===== src/rtl/cholesky_5_reconstruct_if.sv =====
// Request/response bundle for cholesky_5_reconstruct: packed L in, packed A out.
interface cholesky_5_reconstruct_if #(
    parameter int DATA_WIDTH = 32
);
    logic [15*DATA_WIDTH-1:0] L;
    logic                     L_valid;
    logic [15*DATA_WIDTH-1:0] A;
    logic                     A_valid;
    logic                     busy;

    modport master (output L, L_valid, input  A, A_valid, busy);
    modport slave  (input  L, L_valid, output A, A_valid, busy);
endinterface


===== src/rtl/cholesky_5_reconstruct.sv =====
// Rebuilds the packed lower triangle of A = L*L^T from a packed 5x5 factor L
// using one shared signed MAC, one term per enabled CALC edge (35 per matrix).
module cholesky_5_reconstruct #(
    parameter int DATA_WIDTH = 32,
    parameter int FRAC_BITS  = 16
) (
    input  logic                    clk,
    input  logic                    clk_en,
    input  logic                    rst,
    cholesky_5_reconstruct_if.slave bus
);
    localparam int DW = DATA_WIDTH;

    typedef enum logic {IDLE, CALC} state_t;
    state_t state_q, state_d;

    logic [14:0][DW-1:0]    l_q, a_q;
    logic [2:0]             row_q, col_q, term_q;
    logic signed [2*DW-1:0] acc_q, ma, mb, prod, sum;
    logic [DW-1:0]          word;
    logic [3:0]             ia, ib, iw;
    logic                   entry_last, mat_last;
    logic                   a_valid_q, busy_q;

    // Packed position of element (r,c), r>=c, in the LSB-first triangle layout.
    function automatic logic [3:0] tri_idx(input logic [2:0] r, input logic [2:0] c);
        logic [3:0] base;
        case (r)
            3'd0:    base = 4'd0;
            3'd1:    base = 4'd1;
            3'd2:    base = 4'd3;
            3'd3:    base = 4'd6;
            default: base = 4'd10;
        endcase
        return base + {1'b0, c};
    endfunction

    assign ia   = tri_idx(row_q, term_q);
    assign ib   = tri_idx(col_q, term_q);
    assign iw   = tri_idx(row_q, col_q);
    assign ma   = {{DW{l_q[ia][DW-1]}}, l_q[ia]};
    assign mb   = {{DW{l_q[ib][DW-1]}}, l_q[ib]};
    assign prod = ma * mb;
    assign sum  = acc_q + prod;
    // Single truncation per entry, after full-precision accumulation.
    assign word = DW'(sum >>> FRAC_BITS);

    assign entry_last = (term_q == col_q);
    assign mat_last   = entry_last && (row_q == 3'd4) && (col_q == 3'd4);

    always_ff @(posedge clk) begin
        if (rst)         state_q <= IDLE;
        else if (clk_en) state_q <= state_d;
    end

    always_comb begin
        state_d = state_q;
        case (state_q)
            IDLE:    if (bus.L_valid) state_d = CALC;
            CALC:    if (mat_last)    state_d = IDLE;
            default: state_d = IDLE;
        endcase
    end

    always_ff @(posedge clk) begin
        if (rst) begin
            l_q       <= '0;
            a_q       <= '0;
            row_q     <= '0;
            col_q     <= '0;
            term_q    <= '0;
            acc_q     <= '0;
            a_valid_q <= 1'b0;
            busy_q    <= 1'b0;
        end else if (clk_en) begin
            a_valid_q <= 1'b0;
            case (state_q)
                IDLE: if (bus.L_valid) begin
                    l_q    <= bus.L;
                    row_q  <= '0;
                    col_q  <= '0;
                    term_q <= '0;
                    acc_q  <= '0;
                    busy_q <= 1'b1;
                end
                CALC: if (entry_last) begin
                    a_q[iw] <= word;
                    acc_q   <= '0;
                    term_q  <= '0;
                    if (col_q == row_q) begin
                        row_q <= row_q + 3'd1;
                        col_q <= '0;
                    end else begin
                        col_q <= col_q + 3'd1;
                    end
                    if (mat_last) begin
                        a_valid_q <= 1'b1;
                        busy_q    <= 1'b0;
                    end
                end else begin
                    acc_q  <= sum;
                    term_q <= term_q + 3'd1;
                end
                default: ;
            endcase
        end
    end

    assign bus.A       = a_q;
    assign bus.A_valid = a_valid_q;
    assign bus.busy    = busy_q;
endmodule


===== src/flat_wrapper.sv =====
// flat-port wrapper written by rule: the top's interface ports become plain ports
module cholesky_5_reconstruct_flat 
#(
    parameter int DATA_WIDTH = 32,
    parameter int FRAC_BITS  = 16
)
  (clk, clk_en, rst, bus_L, bus_L_valid, bus_A, bus_A_valid, bus_busy);
  cholesky_5_reconstruct_if #(.DATA_WIDTH(DATA_WIDTH)) bus_i ();
  input  logic clk;
  input  logic clk_en;
  input  logic rst;
  input wire logic [$bits(bus_i.L)-1:0] bus_L;
  input wire logic [$bits(bus_i.L_valid)-1:0] bus_L_valid;
  output wire logic [$bits(bus_i.A)-1:0] bus_A;
  output wire logic [$bits(bus_i.A_valid)-1:0] bus_A_valid;
  output wire logic [$bits(bus_i.busy)-1:0] bus_busy;
  assign bus_i.L = bus_L;
  assign bus_i.L_valid = bus_L_valid;
  assign bus_A = bus_i.A;
  assign bus_A_valid = bus_i.A_valid;
  assign bus_busy = bus_i.busy;
  cholesky_5_reconstruct #(.DATA_WIDTH(DATA_WIDTH), .FRAC_BITS(FRAC_BITS)) u_core (.clk(clk), .clk_en(clk_en), .rst(rst), .bus(bus_i));
endmodule

===== config.mk =====
export PLATFORM = sky130hd
export DESIGN_NAME = cholesky_5_reconstruct_flat
export DESIGN_NICKNAME = d
export VERILOG_FILES = /design/src/rtl/cholesky_5_reconstruct_if.sv /design/src/rtl/cholesky_5_reconstruct.sv /design/src/flat_wrapper.sv
export SDC_FILE = /design/constraint.sdc
export NUM_CORES = 2
export LEC_CHECK = 0
export CAP_MARGIN = 0
export CORE_AREA = 2 2 373 375
export DETAILED_ROUTE_END_ITERATION = 10
export DIE_AREA = 0 0 375 377
export PLACE_DENSITY = 0.83
export SETUP_SLACK_MARGIN = 0.05
export SYNTH_ARGS = -nofsm -noshare
export SYNTH_HDL_FRONTEND = slang
export SYNTH_SLANG_ARGS = --single-unit

===== constraint.sdc =====
create_clock -name clk -period 35.1 [get_ports clk]
set_input_delay 5.265 -clock clk [delete_from_list [all_inputs] [get_ports clk]]
set_output_delay 5.265 -clock clk [all_outputs]
set_load 0.02 [all_outputs]

==> out/summary.txt <==
====================================================================================
Result of the run ..................................................... finished with violations
Violations in the final reports ....................................... antenna violations
Peak per-stage delay on the critical path .............................      1.24 ns
Final cycle utilization of the critical path ..........................       40.07%
Total wire length .....................................................     285.9 mm
Placer congestion estimate ............................................       0.9896
Leakage power total ...................................................     35.61 nW
Footprint of the multi-input gates ....................................    47750 µm²
Fill cells ............................................................        10870
Pwr Density ........................................................... 36.27 nW/µm²
Critical Path Slowest Stage Cell ......................................         fa_4
Most frequent cells in the layout ..................................... nand2_1 (2503), a21oi_1 (1031), dfxtp_1 (1020)
Worst r2r dst ......................................................... u_core.bus.A[409]$_SDFFE_PP0P_
IO Port Bufs ..........................................................          965
Worst slew pin tran ...................................................     1.272 ns
Net switching power figure ............................................   0.001088 W
Crit path time final ..................................................     14.06 ns
Clock tree from TritonCTS .............................................          yes
Net total in the final layout .........................................        10910
Pin count of the biggest net entering global routing ..................          229
Synth Warn # ..........................................................            0
Die Outline Area ......................................................   141400 µm²
Fraction of registers with async set or reset after synthesis .........           0%
Setup total negative slack ............................................         0 ns
Final global-route overflow total .....................................            0
Overall global routing resource usage .................................       40.11%
Core Util, Final ......................................................       64.86%
Top Ports .............................................................          966
RSZ-0062 raised after global routing ..................................           no
TritonCTS Buffers .....................................................          106
Overall die width .....................................................       375 µm
Most used DFF post-synth ..............................................      dfxtp_1
Type of the worst setup path .......................................... flip-flop to flip-flop
Clock tree buffer depth ...............................................            3
Worst min-delay path startpoint ....................................... u_core.bus.A[449]$_SDFFE_PP0P_
Antenna violation net count after detailed routing ....................            1
Count of buffers added by post-CTS timing repair for setup ............            0
Final Slew Violations .................................................            0
Net switching share of the total power ................................       33.75%
Most common library cell in the layout ignoring fill and taps .........      nand2_1
Later-pin clock latency in the skew report ............................      0.77 ns
Post-synthesis cell area ..............................................    73980 µm²
Number of sinks driven by the clock tree ..............................         1020
Gate count of the mapped netlist ......................................         8701
Critical Path AT ......................................................     14.71 ns
Clock network fraction of total power .................................        37.6%
Worst relative slew slack .............................................       14.78%
Share of power burned in registers ....................................        37.7%
Fin. Hold Viols .......................................................            0
Row count .............................................................          136
Number of maximum-capacitance violations ..............................            0
First-iteration detailed-routing DRC count ............................         8414
Clk_skew ..............................................................   0.07799 ns
Register cell area after layout .......................................    20420 µm²
Initial antenna violation count .......................................           14
Most used cell, CP ....................................................         fa_1
Master cell of the clock root buffer ..................................    clkbuf_16
Number of buffers inserted for hold repair after clock tree synthesis .            0
Crit Path Max Fanout ..................................................           58
Critical R2R Launch ................................................... u_core.col_q[0]$_SDFFE_PP0P_
Type of element capturing the critical path ...........................    flip-flop
Number of non-filler instances in the completed layout ................        11210
DIE HEIGHT ............................................................       377 µm
Synth cell types ......................................................           76
Per-instance average area after synthesis .............................    8.502 µm²
Share of total power in combinational logic ...........................        24.8%
Proportion of synthesized chip area in sequential cells ...............       27.60%
Critical Path Source Type .............................................    flip-flop
1st-pass router iterations ............................................            8
Instance count along the most critical hold path ......................            2
Maximum achievable frequency ..........................................    71.10 MHz
Count of cells resized by post-cts repair .............................            0
Syn-to-layout area delta ..............................................       20.09%
Detailed-route via count ..............................................        67660
Number of setup violations in the final report ........................            0
Internal power ........................................................   0.002135 W
Detailed-route DRC error count ........................................            0
R2R depth .............................................................           34
Clock H-tree levels ...................................................            3
End point of the worst hold path ...................................... u_core.bus.A[449]$_SDFFE_PP0P_
Crit path required time ...............................................     35.75 ns
Maximum VDD drop ......................................................   0.04703 mV
Clock transition at the registers of the reported paths ...............      0.06 ns
Post-synthesis register bit count .....................................         1020
Synthesized Nets ......................................................        10290
Core Footprint ........................................................   137000 µm²
Worst hold path type .................................................. flip-flop to flip-flop
Via/cell ratio ........................................................        6.033
Initial Utilization ...................................................       54.01%
Fraction of final layout cells with drive strength greater than 1 .....       7.135%
Post-DP HPWL ..........................................................     210.6 mm
Average wire length per cell after detail routing .....................     25.50 µm
Cell count after placement ............................................        11010
Number of enable flip-flop cells after synthesis ......................            0
Global-route wire length before repair ................................     422.7 mm
Via count of the first global-routing pass ............................        68610
Register-to-register setup slack ......................................     21.04 ns
====================================================================================
registers in the layout, indices dropped and copies added (netlist names):
register / cells
u_core.row_q: 3
u_core.state_q: 1
u_core.term_q: 3
u_core.col_q: 3
u_core.bus.busy: 1
u_core.l_q: 480
u_core.bus.A: 480
u_core.bus.A_valid: 1
u_core.acc_q: 48
power by group through the flow:
stage / combinational, W / clock (W) / sequential (W)
after floorplan: 0.000413 / 0 / 0.00123
after global placement: 0.000753 / 0 / 0.00124
after detailed placement: 0.000765 / 0 / 0.00124
after CTS: 0.000769 / 0.00121 / 0.00121
after global routing: 0.000834 / 0.00125 / 0.00122
final: 0.000798 / 0.00121 / 0.00121
worst max-delay path by stage:
stage                                 startpoint                              to  slack [ns]
floorplan           u_core.col_q[0]$_SDFFE_PP0P_  u_core.bus.A[125]$_SDFFE_PP0P_       23.37
global placement    u_core.col_q[0]$_SDFFE_PP0P_   u_core.acc_q[45]$_SDFFE_PP0P_       21.63
detailed placement  u_core.col_q[0]$_SDFFE_PP0P_  u_core.bus.A[445]$_SDFFE_PP0P_       21.43
CTS                 u_core.col_q[0]$_SDFFE_PP0P_   u_core.acc_q[41]$_SDFFE_PP0P_       21.37
global route        u_core.col_q[0]$_SDFFE_PP0P_   u_core.bus.A[57]$_SDFFE_PP0P_       20.56
finish              u_core.col_q[0]$_SDFFE_PP0P_  u_core.bus.A[409]$_SDFFE_PP0P_       21.04
Yosys cell counts, types with 3 or more instances:
| library cell | count | area [µm²] |
|---|---|---|
| a22oi_1 | 42 | 315.3 |
| nand2_1 | 2504 | 9399 |
| buf_2 | 64 | 320.3 |
| a31oi_1 | 11 | 68.82 |
| dfxtp_1 | 1020 | 20420 |
| ha_1 | 201 | 2515 |
| a221o_1 | 5 | 50.05 |
| xnor2_1 | 68 | 595.6 |
| o21ai_0 | 84 | 420.4 |
| buf_1 | 22 | 82.58 |
| o21ai_1 | 17 | 85.08 |
| o31ai_1 | 37 | 277.8 |
| mux2i_1 | 8 | 80.08 |
| nor2_1 | 427 | 1603 |
| buf_4 | 8 | 60.06 |
| a21boi_0 | 4 | 30.03 |
| o21a_1 | 26 | 195.2 |
| o211ai_1 | 7 | 52.55 |
| mux4_1 | 3 | 78.83 |
| a211oi_2 | 9 | 112.6 |
| inv_1 | 1002 | 3761 |
| nor2b_1 | 7 | 43.79 |
| clkbuf_1 | 510 | 1914 |
| a221oi_1 | 6 | 52.55 |
| a21o_1 | 29 | 217.7 |
| buf_6 | 4 | 45.04 |
| buf_12 | 3 | 60.06 |
| fa_1 | 907 | 18160 |
| nor3_1 | 20 | 100.1 |
| xor2_1 | 29 | 254.0 |
| clkinv_1 | 5 | 18.77 |
| o21bai_1 | 11 | 82.58 |
| nand2b_1 | 29 | 181.4 |
| nand4_1 | 10 | 62.56 |
| nand3b_1 | 30 | 225.2 |
| mux4_2 | 212 | 4775 |
| nor3b_1 | 17 | 127.6 |
| and2_1 | 95 | 594.3 |
| or3_1 | 4 | 25.02 |
| nand3_1 | 83 | 415.4 |
| and3_1 | 3 | 18.77 |
| a21oi_1 | 1032 | 5165 |
| mux2_2 | 34 | 382.9 |
| a211oi_1 | 8 | 60.06 |
worst max-delay path, delay by kind of cell, from the launching register on:
family          cells  cell delay (ns)
compound gates      6             2.25
xor+xnor            1             1.01
fa+ha+maj          12             6.16
buf+inv             7             1.96
flops               1             0.57
mux                 2             0.86
simple gates        6             1.02
final cells by class:
class	count	area share, %
Multi-Input combinational cell	6063	53.75
Sequential cell	1020	22.98
Timing Repair Buffer	1121	12.25
Inverter	1007	4.255
Clock buffer	155	3.498
Tap cell	1794	2.527
Clock inverter	39	0.6971
Antenna cell	15	0.04225
cells by family (layout without fill, tap and decap cells):
group / after synthesis / after routing / synth area share, %
DFF: 1020 / 1020 / 27.60
adders and majority gates: 1109 / 1109 / 27.96
AOI/OAI and AO/OA: 1357 / 1357 / 10.13
buffers and inverters: 1618 / 2322 / 8.465
muxes: 257 / 257 / 7.186
xor gates and xnor gates: 101 / 101 / 1.270
and+or+nand+nor: 3239 / 3239 / 17.39
other: 0 / 15 / 0
layer usage:
metal  GRT usage, %  up-vias  part of all wire, %
li1               -    28570                    -
met1          47.11    33090                   34
met2          61.74     4655                   45
met3          11.61     1327                   12
met4          31.88       10                  9.4
met5              0        -                0.022
metrics by stage:
stage,hold slack (ns),total power [W],setup WS [ns],cell area [µm²]
after global routing,0.4665,0.003304,20.56,88810
after global placement,0.4415,0.001989,21.63,85080
after floorplan,0.4363,0.001640,23.37,73980
after CTS,0.4528,0.003188,21.37,88810
after detailed placement,0.4453,0.002003,21.43,85080
final,0.4537,0.003222,21.04,88840
No activity file was read; power rests on OpenSTA's default activity.
